--- src/rtl/alu_share_arbiter.sv ---
// ---------------------------------------------------------------------------
// alu_share_arbiter
//
// Shares a single ALU among NREQ requesters. An idle arbiter picks the next
// requesting index in round-robin order (starting just after the last
// serviced owner), captures that requester's opcode and operands, pulses
// alu_start, waits for alu_done and returns the result to the owner as a
// one-cycle rsp_valid pulse. Each operation takes at least 3 cycles
// (IDLE -> WAIT -> RESP).
//
// Optional feature (compile-time macro ALU_ARB_TIMEOUT_EN):
//   A watchdog counts WAIT cycles without alu_done. After TIMEOUT_CYC such
//   cycles the owner gets an error response (rsp_err=1, rsp_data=0).
//   Without the macro WAIT lasts until alu_done and rsp_err is always 0.
//
// Ports:
//   clk         in   clock, rising edge
//   rst_n       in   synchronous active-low reset
//   req         in   per-requester request level [NREQ]
//   req_op      in   packed opcodes, requester i at [i*OP_W +: OP_W]
//   req_a/b     in   packed operands, requester i at [i*WIDTH +: WIDTH]
//   gnt         out  one-hot grant pulse (operands captured)
//   alu_op/a/b  out  captured opcode/operands, held through WAIT
//   alu_start   out  one-cycle ALU start pulse
//   alu_result  in   ALU result, sampled only with alu_done in WAIT
//   alu_done    in   ALU completion strobe
//   rsp_valid   out  one-hot response pulse to the owner
//   rsp_data    out  result, valid with rsp_valid
//   rsp_err     out  timeout flag, valid with rsp_valid
//   busy        out  high in WAIT and RESP
// ---------------------------------------------------------------------------
module alu_share_arbiter #(
    parameter int NREQ        = 4,
    parameter int WIDTH       = 32,
    parameter int OP_W        = 3,
    parameter int TIMEOUT_CYC = 16
) (
    input  logic                   clk,
    input  logic                   rst_n,
    input  logic [NREQ-1:0]        req,
    input  logic [NREQ*OP_W-1:0]   req_op,
    input  logic [NREQ*WIDTH-1:0]  req_a,
    input  logic [NREQ*WIDTH-1:0]  req_b,
    output logic [NREQ-1:0]        gnt,
    output logic [OP_W-1:0]        alu_op,
    output logic [WIDTH-1:0]       alu_a,
    output logic [WIDTH-1:0]       alu_b,
    output logic                   alu_start,
    input  logic [WIDTH-1:0]       alu_result,
    input  logic                   alu_done,
    output logic [NREQ-1:0]        rsp_valid,
    output logic [WIDTH-1:0]       rsp_data,
    output logic                   rsp_err,
    output logic                   busy
);

    localparam int PTR_W = (NREQ > 1) ? $clog2(NREQ) : 1;

    // Reject out-of-range configurations at elaboration time.
    if (NREQ < 2 || NREQ > 8 || TIMEOUT_CYC < 1) begin : g_bad_param
        $error("alu_share_arbiter: NREQ must be 2..8 and TIMEOUT_CYC >= 1");
    end

    typedef enum logic [1:0] {
        ST_IDLE = 2'b00,
        ST_WAIT = 2'b01,
        ST_RESP = 2'b10
    } state_t;

    state_t                r_state;
    state_t                w_state_nxt;
    logic [PTR_W-1:0]      r_ptr;
    logic [PTR_W-1:0]      w_ptr_nxt;
    logic [PTR_W-1:0]      r_owner;
    logic [PTR_W-1:0]      w_owner_nxt;
    logic [NREQ-1:0]       r_gnt;
    logic [NREQ-1:0]       w_gnt_nxt;
    logic [OP_W-1:0]       r_alu_op;
    logic [OP_W-1:0]       w_alu_op_nxt;
    logic [WIDTH-1:0]      r_alu_a;
    logic [WIDTH-1:0]      w_alu_a_nxt;
    logic [WIDTH-1:0]      r_alu_b;
    logic [WIDTH-1:0]      w_alu_b_nxt;
    logic                  r_alu_start;
    logic                  w_alu_start_nxt;
    logic [NREQ-1:0]       r_rsp_valid;
    logic [NREQ-1:0]       w_rsp_valid_nxt;
    logic [WIDTH-1:0]      r_rsp_data;
    logic [WIDTH-1:0]      w_rsp_data_nxt;
    logic                  r_rsp_err;
    logic                  w_rsp_err_nxt;
    logic                  r_busy;
    logic                  w_busy_nxt;

    // Arbitration result and the winner's captured fields
    logic                  w_found;
    logic [PTR_W-1:0]      w_win;
    logic [OP_W-1:0]       w_sel_op;
    logic [WIDTH-1:0]      w_sel_a;
    logic [WIDTH-1:0]      w_sel_b;

`ifdef ALU_ARB_TIMEOUT_EN
    localparam int WD_W = $clog2(TIMEOUT_CYC + 1);
    logic [WD_W-1:0]       r_wd_cnt;
    logic [WD_W-1:0]       w_wd_cnt_nxt;
`endif

    // Round-robin search: first asserted req from ptr+1 upward, wrapping.
    always_comb begin
        w_found = 1'b0;
        w_win   = '0;
        for (int i = 1; i <= NREQ; i++) begin
            if (!w_found && req[PTR_W'((int'(r_ptr) + i) % NREQ)]) begin
                w_found = 1'b1;
                w_win   = PTR_W'((int'(r_ptr) + i) % NREQ);
            end else begin
                w_found = w_found;
            end
        end
    end

    // AND-OR mux selecting the winner's opcode and operands.
    always_comb begin
        w_sel_op = '0;
        w_sel_a  = '0;
        w_sel_b  = '0;
        for (int i = 0; i < NREQ; i++) begin
            w_sel_op = w_sel_op | ({OP_W{w_win == PTR_W'(i)}}  & req_op[i*OP_W +: OP_W]);
            w_sel_a  = w_sel_a  | ({WIDTH{w_win == PTR_W'(i)}} & req_a[i*WIDTH +: WIDTH]);
            w_sel_b  = w_sel_b  | ({WIDTH{w_win == PTR_W'(i)}} & req_b[i*WIDTH +: WIDTH]);
        end
    end

    // FSM next-state and next-output logic; pulses default low, data holds.
    always_comb begin
        w_state_nxt     = r_state;
        w_ptr_nxt       = r_ptr;
        w_owner_nxt     = r_owner;
        w_gnt_nxt       = '0;
        w_alu_start_nxt = 1'b0;
        w_alu_op_nxt    = r_alu_op;
        w_alu_a_nxt     = r_alu_a;
        w_alu_b_nxt     = r_alu_b;
        w_rsp_valid_nxt = '0;
        w_rsp_data_nxt  = r_rsp_data;
        w_rsp_err_nxt   = 1'b0;
        w_busy_nxt      = r_busy;
`ifdef ALU_ARB_TIMEOUT_EN
        w_wd_cnt_nxt    = r_wd_cnt;
`endif
        case (r_state)
            ST_IDLE: begin
                if (w_found) begin
                    w_gnt_nxt[w_win] = 1'b1;
                    w_alu_start_nxt  = 1'b1;
                    w_alu_op_nxt     = w_sel_op;
                    w_alu_a_nxt      = w_sel_a;
                    w_alu_b_nxt      = w_sel_b;
                    w_owner_nxt      = w_win;
                    w_busy_nxt       = 1'b1;
                    w_state_nxt      = ST_WAIT;
`ifdef ALU_ARB_TIMEOUT_EN
                    w_wd_cnt_nxt     = '0;
`endif
                end else begin
                    w_state_nxt = ST_IDLE;
                end
            end
            ST_WAIT: begin
                // done is honoured even in the alu_start cycle (zero-wait ALU)
                // and wins over a watchdog expiring in the same cycle.
                if (alu_done) begin
                    w_rsp_valid_nxt[r_owner] = 1'b1;
                    w_rsp_data_nxt           = alu_result;
                    w_rsp_err_nxt            = 1'b0;
                    w_ptr_nxt                = r_owner;
                    w_state_nxt              = ST_RESP;
                end
`ifdef ALU_ARB_TIMEOUT_EN
                // Count value before this cycle's increment; the compare
                // fires in the TIMEOUT_CYC-th WAIT cycle without done.
                else if (r_wd_cnt == WD_W'(TIMEOUT_CYC - 1)) begin
                    w_rsp_valid_nxt[r_owner] = 1'b1;
                    w_rsp_data_nxt           = '0;
                    w_rsp_err_nxt            = 1'b1;
                    w_ptr_nxt                = r_owner;
                    w_state_nxt              = ST_RESP;
                end else begin
                    w_wd_cnt_nxt = r_wd_cnt + WD_W'(1);
                    w_state_nxt  = ST_WAIT;
                end
`else
                else begin
                    w_state_nxt = ST_WAIT;
                end
`endif
            end
            ST_RESP: begin
                w_busy_nxt  = 1'b0;
                w_state_nxt = ST_IDLE;
            end
            default: begin
                w_busy_nxt  = 1'b0;
                w_state_nxt = ST_IDLE;
            end
        endcase
    end

    // State and registered-output update with synchronous active-low reset.
    always_ff @(posedge clk) begin
        if (!rst_n) begin
            r_state     <= ST_IDLE;
            r_ptr       <= PTR_W'(NREQ - 1);
            r_owner     <= '0;
            r_gnt       <= '0;
            r_alu_start <= 1'b0;
            r_alu_op    <= '0;
            r_alu_a     <= '0;
            r_alu_b     <= '0;
            r_rsp_valid <= '0;
            r_rsp_data  <= '0;
            r_rsp_err   <= 1'b0;
            r_busy      <= 1'b0;
`ifdef ALU_ARB_TIMEOUT_EN
            r_wd_cnt    <= '0;
`endif
        end else begin
            r_state     <= w_state_nxt;
            r_ptr       <= w_ptr_nxt;
            r_owner     <= w_owner_nxt;
            r_gnt       <= w_gnt_nxt;
            r_alu_start <= w_alu_start_nxt;
            r_alu_op    <= w_alu_op_nxt;
            r_alu_a     <= w_alu_a_nxt;
            r_alu_b     <= w_alu_b_nxt;
            r_rsp_valid <= w_rsp_valid_nxt;
            r_rsp_data  <= w_rsp_data_nxt;
            r_rsp_err   <= w_rsp_err_nxt;
            r_busy      <= w_busy_nxt;
`ifdef ALU_ARB_TIMEOUT_EN
            r_wd_cnt    <= w_wd_cnt_nxt;
`endif
        end
    end

    assign gnt       = r_gnt;
    assign alu_op    = r_alu_op;
    assign alu_a     = r_alu_a;
    assign alu_b     = r_alu_b;
    assign alu_start = r_alu_start;
    assign rsp_valid = r_rsp_valid;
    assign rsp_data  = r_rsp_data;
    assign rsp_err   = r_rsp_err;
    assign busy      = r_busy;

endmodule

--- config.mk ---
export PLATFORM = sky130hd
export DESIGN_NAME = alu_share_arbiter
export DESIGN_NICKNAME = d
export VERILOG_FILES = /design/src/rtl/alu_share_arbiter.sv
export SDC_FILE = /design/constraint.sdc
export NUM_CORES = 1
export LEC_CHECK = 0
export BUFFER_PORTS_ARGS = -buffer_cell sky130_fd_sc_hd__buf_2
export CAP_MARGIN = 20
export CORE_AREA = 2 2 161 163
export DETAILED_ROUTE_END_ITERATION = 10
export DIE_AREA = 0 0 163 165
export SLEW_MARGIN = 20
export SYNTH_ARGS = -nofsm -noshare
export SYNTH_HDL_FRONTEND = slang
export SYNTH_SLANG_ARGS = --single-unit
--- constraint.sdc ---
create_clock -name clk -period 3.9 [get_ports clk]
set_input_delay 1.17 -clock clk [delete_from_list [all_inputs] [get_ports clk]]
set_output_delay 1.17 -clock clk [all_outputs]
set_load 0.01 [all_outputs]
==> out/metrics.yaml, run 1 <==
comb_power_share_pct: 24.7
end_kind: "flip-flop"
synth_cells: 672
ctsHtreeMaxLevel: 4
p_clk_share_pct: 40.9
r2r-start: "r_ptr[0]"
hold_class: "reg2reg"
hold_viol: 0
die_h_microns: 165
io_buffers: 415
final_common_cell: "buf_2"
cts_tree: "done"
grt_pass1_wl_microns: 37000
root_buffer: "clkbuf_16"
place_ws_ns: 0.724
ant_nets: 0
seq_power_share_pct: 34.4
via_per_inst: 4.73
finalCriticalPeriod_ns: 2.71
p_leak_nw: 4.12
crit_start: "req[3]"
area_growth_pct: 49.9
outcome: "finished clean"
vias: 6642
post_cts_buffers: 0
die_w_microns: 163
wire_per_inst_microns: 18.0
drive_gt1_share_pct: 49.5
grtUsageTotal_pct: 18.0
finalSetupTns_ns: 0
dieArea_sq_um: 26900
drc: 0
ys_seq_area_share_pct: 39.3
core-area_sq_um: 25000
initial_core_util_pct: 23.4
drt_wl_total_microns: 25300
fin_util_pct: 35.1
drt_pass1_iterations: 4
switchingPower_mw: 1.22
cts-resized-gates: 0
fin_worst_skew_ns: 0.0185
rows: 58
cts_buffers: 17
clock_latency_ns: 0.42
avgSynthCellArea_sq_um: 8.71
cts_hold_buf: 0
synth_area_sq_um: 5860
p_per_area_nw_per_um2: 453
synth_fp_nets: 979
cp_slowest_cell: "o2111ai_4"
p_int_mw: 2.75
grt_pass1_vias: 6479
antenna_found_initial: 3
cts_num_sinks: 115
tightest_slew_ns: 0.810
rsz0062_at_grt: "false"
p_total_mw: 3.97
critPathMaxStageDelay_ns: 0.55
dp_hpwl_microns: 18600
post-route-period-util_pct: 69.4
overflow: 0
ir_worst_vdd_uv: 190
setup-violations-final: 0
cts_buffer_depth: 2
fin_ws_ns: 1.19
grt_max_degree: 51
path_clk_slew_ns: 0.06
crit_fanout: 20
worst_slew_margin_rel_pct: 46.0
critPathLaunchType: "input pin"
drv_cap: 0
layout_common_cells: "buf_2 (415), nand2_1 (138), dfxtp_1 (115)"
swShare_pct: 30.7
cp_top_family: "compound AO/OA/AOI/OAI gates"
worstHoldStart: "busy"
dr.first_iter.drc_count: 341
place_congestion: 0.822
synth.distinct_cells: 42
synth_seq_cells: 115
critPathBufInv: 2
critPathRequiredTime_ns: 4.19
arrival_ns: 2.99
final_max_slew_viol_count: 0
nNetsFinal: 1366
timing.fmax_ghz: 0.370
synth_edf_count: 0
io-pin-count: 417
synth_async_sr_flop_share_pct: 0
crit_chain: "buf_2 -> and2_4 -> o2111ai_4 -> buf_4 -> mux2_2 -> nand2_1 -> a21oi_1"
synth-main-ff-cell: "dfxtp_1"
crit_type: "in2reg"
yosys_warnings: 0
power by group through the flow:
stage / Clock [mW] / Combinational (mW) / Sequential, mW
CTS: 1.67 / 0.995 / 1.37
floorplan: 0 / 0.503 / 1.43
global placement: 0 / 0.989 / 1.39
global route: 1.72 / 1.08 / 1.38
finish: 1.63 / 0.980 / 1.37
detailed placement: 0 / 0.991 / 1.39
area by class of cell:
type                            count  area (sq um)
Clock buffer                       18           439
Tap cell                          330           413
Antenna cell                        3          7.51
Sequential cell                   115          2300
Fill cell                        2646         16300
Timing Repair Buffer              432          2240
Clock inverter                     13           161
Multi-Input combinational cell    487          3190
Inverter                            6          22.5
cell usage after synthesis, drive strengths merged, types with 2 or more instances:
library cell | n | area [sq um]
dfxtp | 115 | 2300
a221oi | 67 | 618
a21boi | 32 | 240
o21ai | 70 | 350
nor3b | 2 | 15.0
mux2 | 67 | 754
and2 | 2 | 15.0
nor2 | 5 | 23.8
nand2 | 139 | 524
a21oi | 73 | 365
o221a | 2 | 22.5
nor2b | 4 | 25.0
clkbuf | 26 | 98.8
buf | 38 | 268
inv | 6 | 22.5
nand2b | 3 | 18.8
or2 | 2 | 12.5
o211ai | 5 | 42.5
nand3b | 2 | 15.0
path summary, 6_finish.rpt:
kind               end  slack (ns)  cells past startpoint
max          alu_a[31]        1.19                      7
min               busy        0.45                      2
max reg2reg  alu_a[31]        1.65                      6
min reg2reg       busy        0.45                      2
stage by stage:
stage,area [sq um],hold slack (ns),instances
finish,8780,0.452,1404
global route,8770,0.472,1402
CTS,8770,0.454,1401
detailed placement,8170,0.445,1370
global placement,8170,0.440,1370
floorplan,5860,0.468,672
state kept, by name, indices dropped and copies added (netlist names):
| name | count |
|---|---|
| alu_a | 32 |
| alu_b | 32 |
| rsp_data | 32 |
| gnt | 4 |
| rsp_valid | 4 |
| alu_op | 3 |
| r_owner | 2 |
| r_ptr | 2 |
| r_state | 2 |
| alu_start | 1 |
| busy | 1 |
per-layer routing:
layer / up-vias / part of all wire (%) / GRT usage (%)
met3: 19 / 7.3 / 5.15
met2: 299 / 48 / 31.0
met1: 3100 / 43 / 22.2
li1: 3224 / - / -
met4: 0 / 1.1 / 4.38
met5: - / 0 / 0
kinds of logic after synthesis:
family          after synthesis  synth area share, %
flops                       115                 39.3
buf+inv                      70                 6.65
other cells                   1               0.0640
mux                          67                 12.9
simple gates                162                 11.4
compound gates              257                 29.7
worst register-to-register path: stages, from the launching register on:
cell       delay, ns
dfxtp_1         0.41
nand2b_1        0.22
o2111ai_4       0.55
buf_4           0.43
mux2_2          0.39
nand2_1         0.07
a21oi_1         0.06
(Power assumes the default switching activity.)
==> run 2, diff against run 1 <==
- CORE_AREA: 2 2 161 163 -> 2 2 162 164
- DIE_AREA: 0 0 163 165 -> 0 0 164 166
- clock period: 3.9 -> 2.7 ns (I/O delays scaled with it)
==> run 2 against run 1 <==
Total power grew 44%. Clock power grew 40%. Final cell count grew 1.1%. Largest power group unchanged. Highest routed layer is now met5.
==> out/metrics.yaml, run 2 (synthesis gave the netlist of run 1 again) <==
outcome: "finished clean"
grt_pass1_vias: 6564  # +1.3%
die_w_microns: 164  # +0.61%
placed_cells: 1382  # +0.88%
cts_buffers: 17  # unchanged
rows: 59  # +1.7%
cts_hold_buf: 0  # unchanged
multiInputGateArea_sq_um: 3190  # unchanged
drt_pass1_iterations: 7  # +3
finalSetupTns_ns: 0  # unchanged
p_total_mw: 5.72  # +44%
drt_wl_total_microns: 25800  # +2.2%
fin_ws_ns: 0.669  # -0.525 ns
drv_cap: 0  # unchanged
io-pin-count: 417  # unchanged
core-area_sq_um: 25600  # +2.3%
critPathLaunchType: "input pin"
dpl_cell_area_sq_um: 8290  # +1.5%
grtUsageTotal_pct: 18.2  # +0.15 points
place_congestion: 0.882  # +7.4%
dieArea_sq_um: 27200  # +1.2%
dr.first_iter.drc_count: 345  # +1.2%
cts_buffer_depth: 2  # unchanged
reg2reg_depth: 6  # unchanged
wire_per_inst_microns: 18.2  # +1.1%
critPathRequiredTime_ns: 2.99  # -1.20 ns
fin_area_sq_um: 8900  # +1.4%
ctsHtreeMaxLevel: 4  # unchanged
worstHoldStart: "busy"
finalCriticalPeriod_ns: 2.03
drive_gt1_share_pct: 49.9  # +0.37 points
layout_common_cells: "buf_2 (415), nand2_1 (138), dfxtp_1 (115)"
cts-resized-gates: 0  # unchanged
post_cts_buffers: 0  # unchanged
min_to: "busy"
io_buffers: 415  # unchanged
final_common_cell: "buf_2"
fin_worst_skew_ns: 0.00721  # -0.0113 ns
cts_tree: "done"
via_per_inst: 4.77  # +0.79%
clock_latency_ns: 0.41  # about the same
crit_fanout: 10  # -50%
reg2reg_to: "alu_b[25]"
r2r-start: "r_ptr[1]"
place_ws_ns: 0.235  # -0.489 ns
antenna_found_initial: 6  # +3
root_buffer: "clkbuf_16"
path_clk_slew_ns: 0.06  # about the same
overflow: 0  # unchanged
hold_viol: 0  # unchanged
die_h_microns: 166  # +0.61%
hold_class: "reg2reg"
area_growth_pct: 52.0
setup-violations-final: 0  # unchanged
dp_hpwl_microns: 19200  # +3.5%
p_leak_nw: 4.18  # +1.6%
regToRegSetupSlack_ns: 0.72  # -0.93 ns
regArea_sq_um: 2300  # unchanged
post-route-period-util_pct: 75.2
timing.fmax_ghz: 0.492
end_kind: "flip-flop"
holdPathStages: 2  # unchanged
rsz0062_at_grt: "false"
grt_max_degree: 48  # -5.9%
drc: 0  # unchanged
arrival_ns: 2.32  # -0.67 ns
ant_nets: 0  # unchanged
vias: 6766  # +1.9%
fillers: 2715  # +2.6%
cts_num_sinks: 115  # unchanged
nNetsFinal: 1373  # +0.51%
p_per_area_nw_per_um2: 642  # +42%
crit_type: "in2reg"
ir_worst_vdd_uv: 358  # +88%
initial_core_util_pct: 22.9  # -0.53 points
final_max_slew_viol_count: 0  # unchanged
grt_pass1_wl_microns: 37800  # +2.1%
final_cells: 1419  # +1.1%
-- run 2: changes by cell type in the layout (fill, tap and decap cells not counted), sizes merged --
cell      before  now
buf          432  439
inv            6   10
clkinvlp       4    2
diode          3    5
bufinv         3    2
-- run 2: report_power, final --
group	internal, mW	switching (mW)
Clock	1.40	0.891
Combinational	0.661	0.794
Sequential	1.88	0.0962
-- run 2: per-stage QoR --
step	hold WS [ns]	util, %
floorplan	0.468	-
global placement	0.435	32.4
detailed placement	0.443	32.4
CTS	0.452	34.7
global route	0.477	34.7
finish	0.449	34.7
-- run 2: metal layers --
metal,track usage [%],vias to the layer above,wire [microns]
li1,-,3248,-
met1,22.4,3190,11000
met2,31.2,298,12600
met3,4.60,28,1750
met4,5.15,2,411
met5,0,-,11
-- run 2: worst max-delay path by stage --
stage	from	endpoint	slack, ns	cells past startpoint
after CTS	req[2]	alu_a[28]	0.68	8
final	req[2]	alu_a[28]	0.67	8
after global placement	req[2]	alu_a[12]	0.30	7
after floorplan	req[2]	alu_a[17]	0.49	8
after detailed placement	req[2]	alu_a[28]	0.23	8
after global routing	req[2]	alu_a[17]	0.53	8
-- run 2: area by class of cell --
| cell class | instances | area share [%] |
|---|---|---|
| Clock inverter | 14 | 1.73 |
| Multi-Input combinational cell | 487 | 35.9 |
| Tap cell | 335 | 4.71 |
| Clock buffer | 18 | 4.94 |
| Inverter | 6 | 0.253 |
| Timing Repair Buffer | 439 | 26.5 |
| Antenna cell | 5 | 0.141 |
| Sequential cell | 115 | 25.9 |
-- run 2: worst max-delay path, cell delays in order --
cell and delay (ns):
buf_2 0.19, or2_2 0.19, o21ai_0 0.09, a32o_2 0.23, buf_4 0.18, buf_4 0.18
a221oi_1 0.34, a21oi_1 0.10
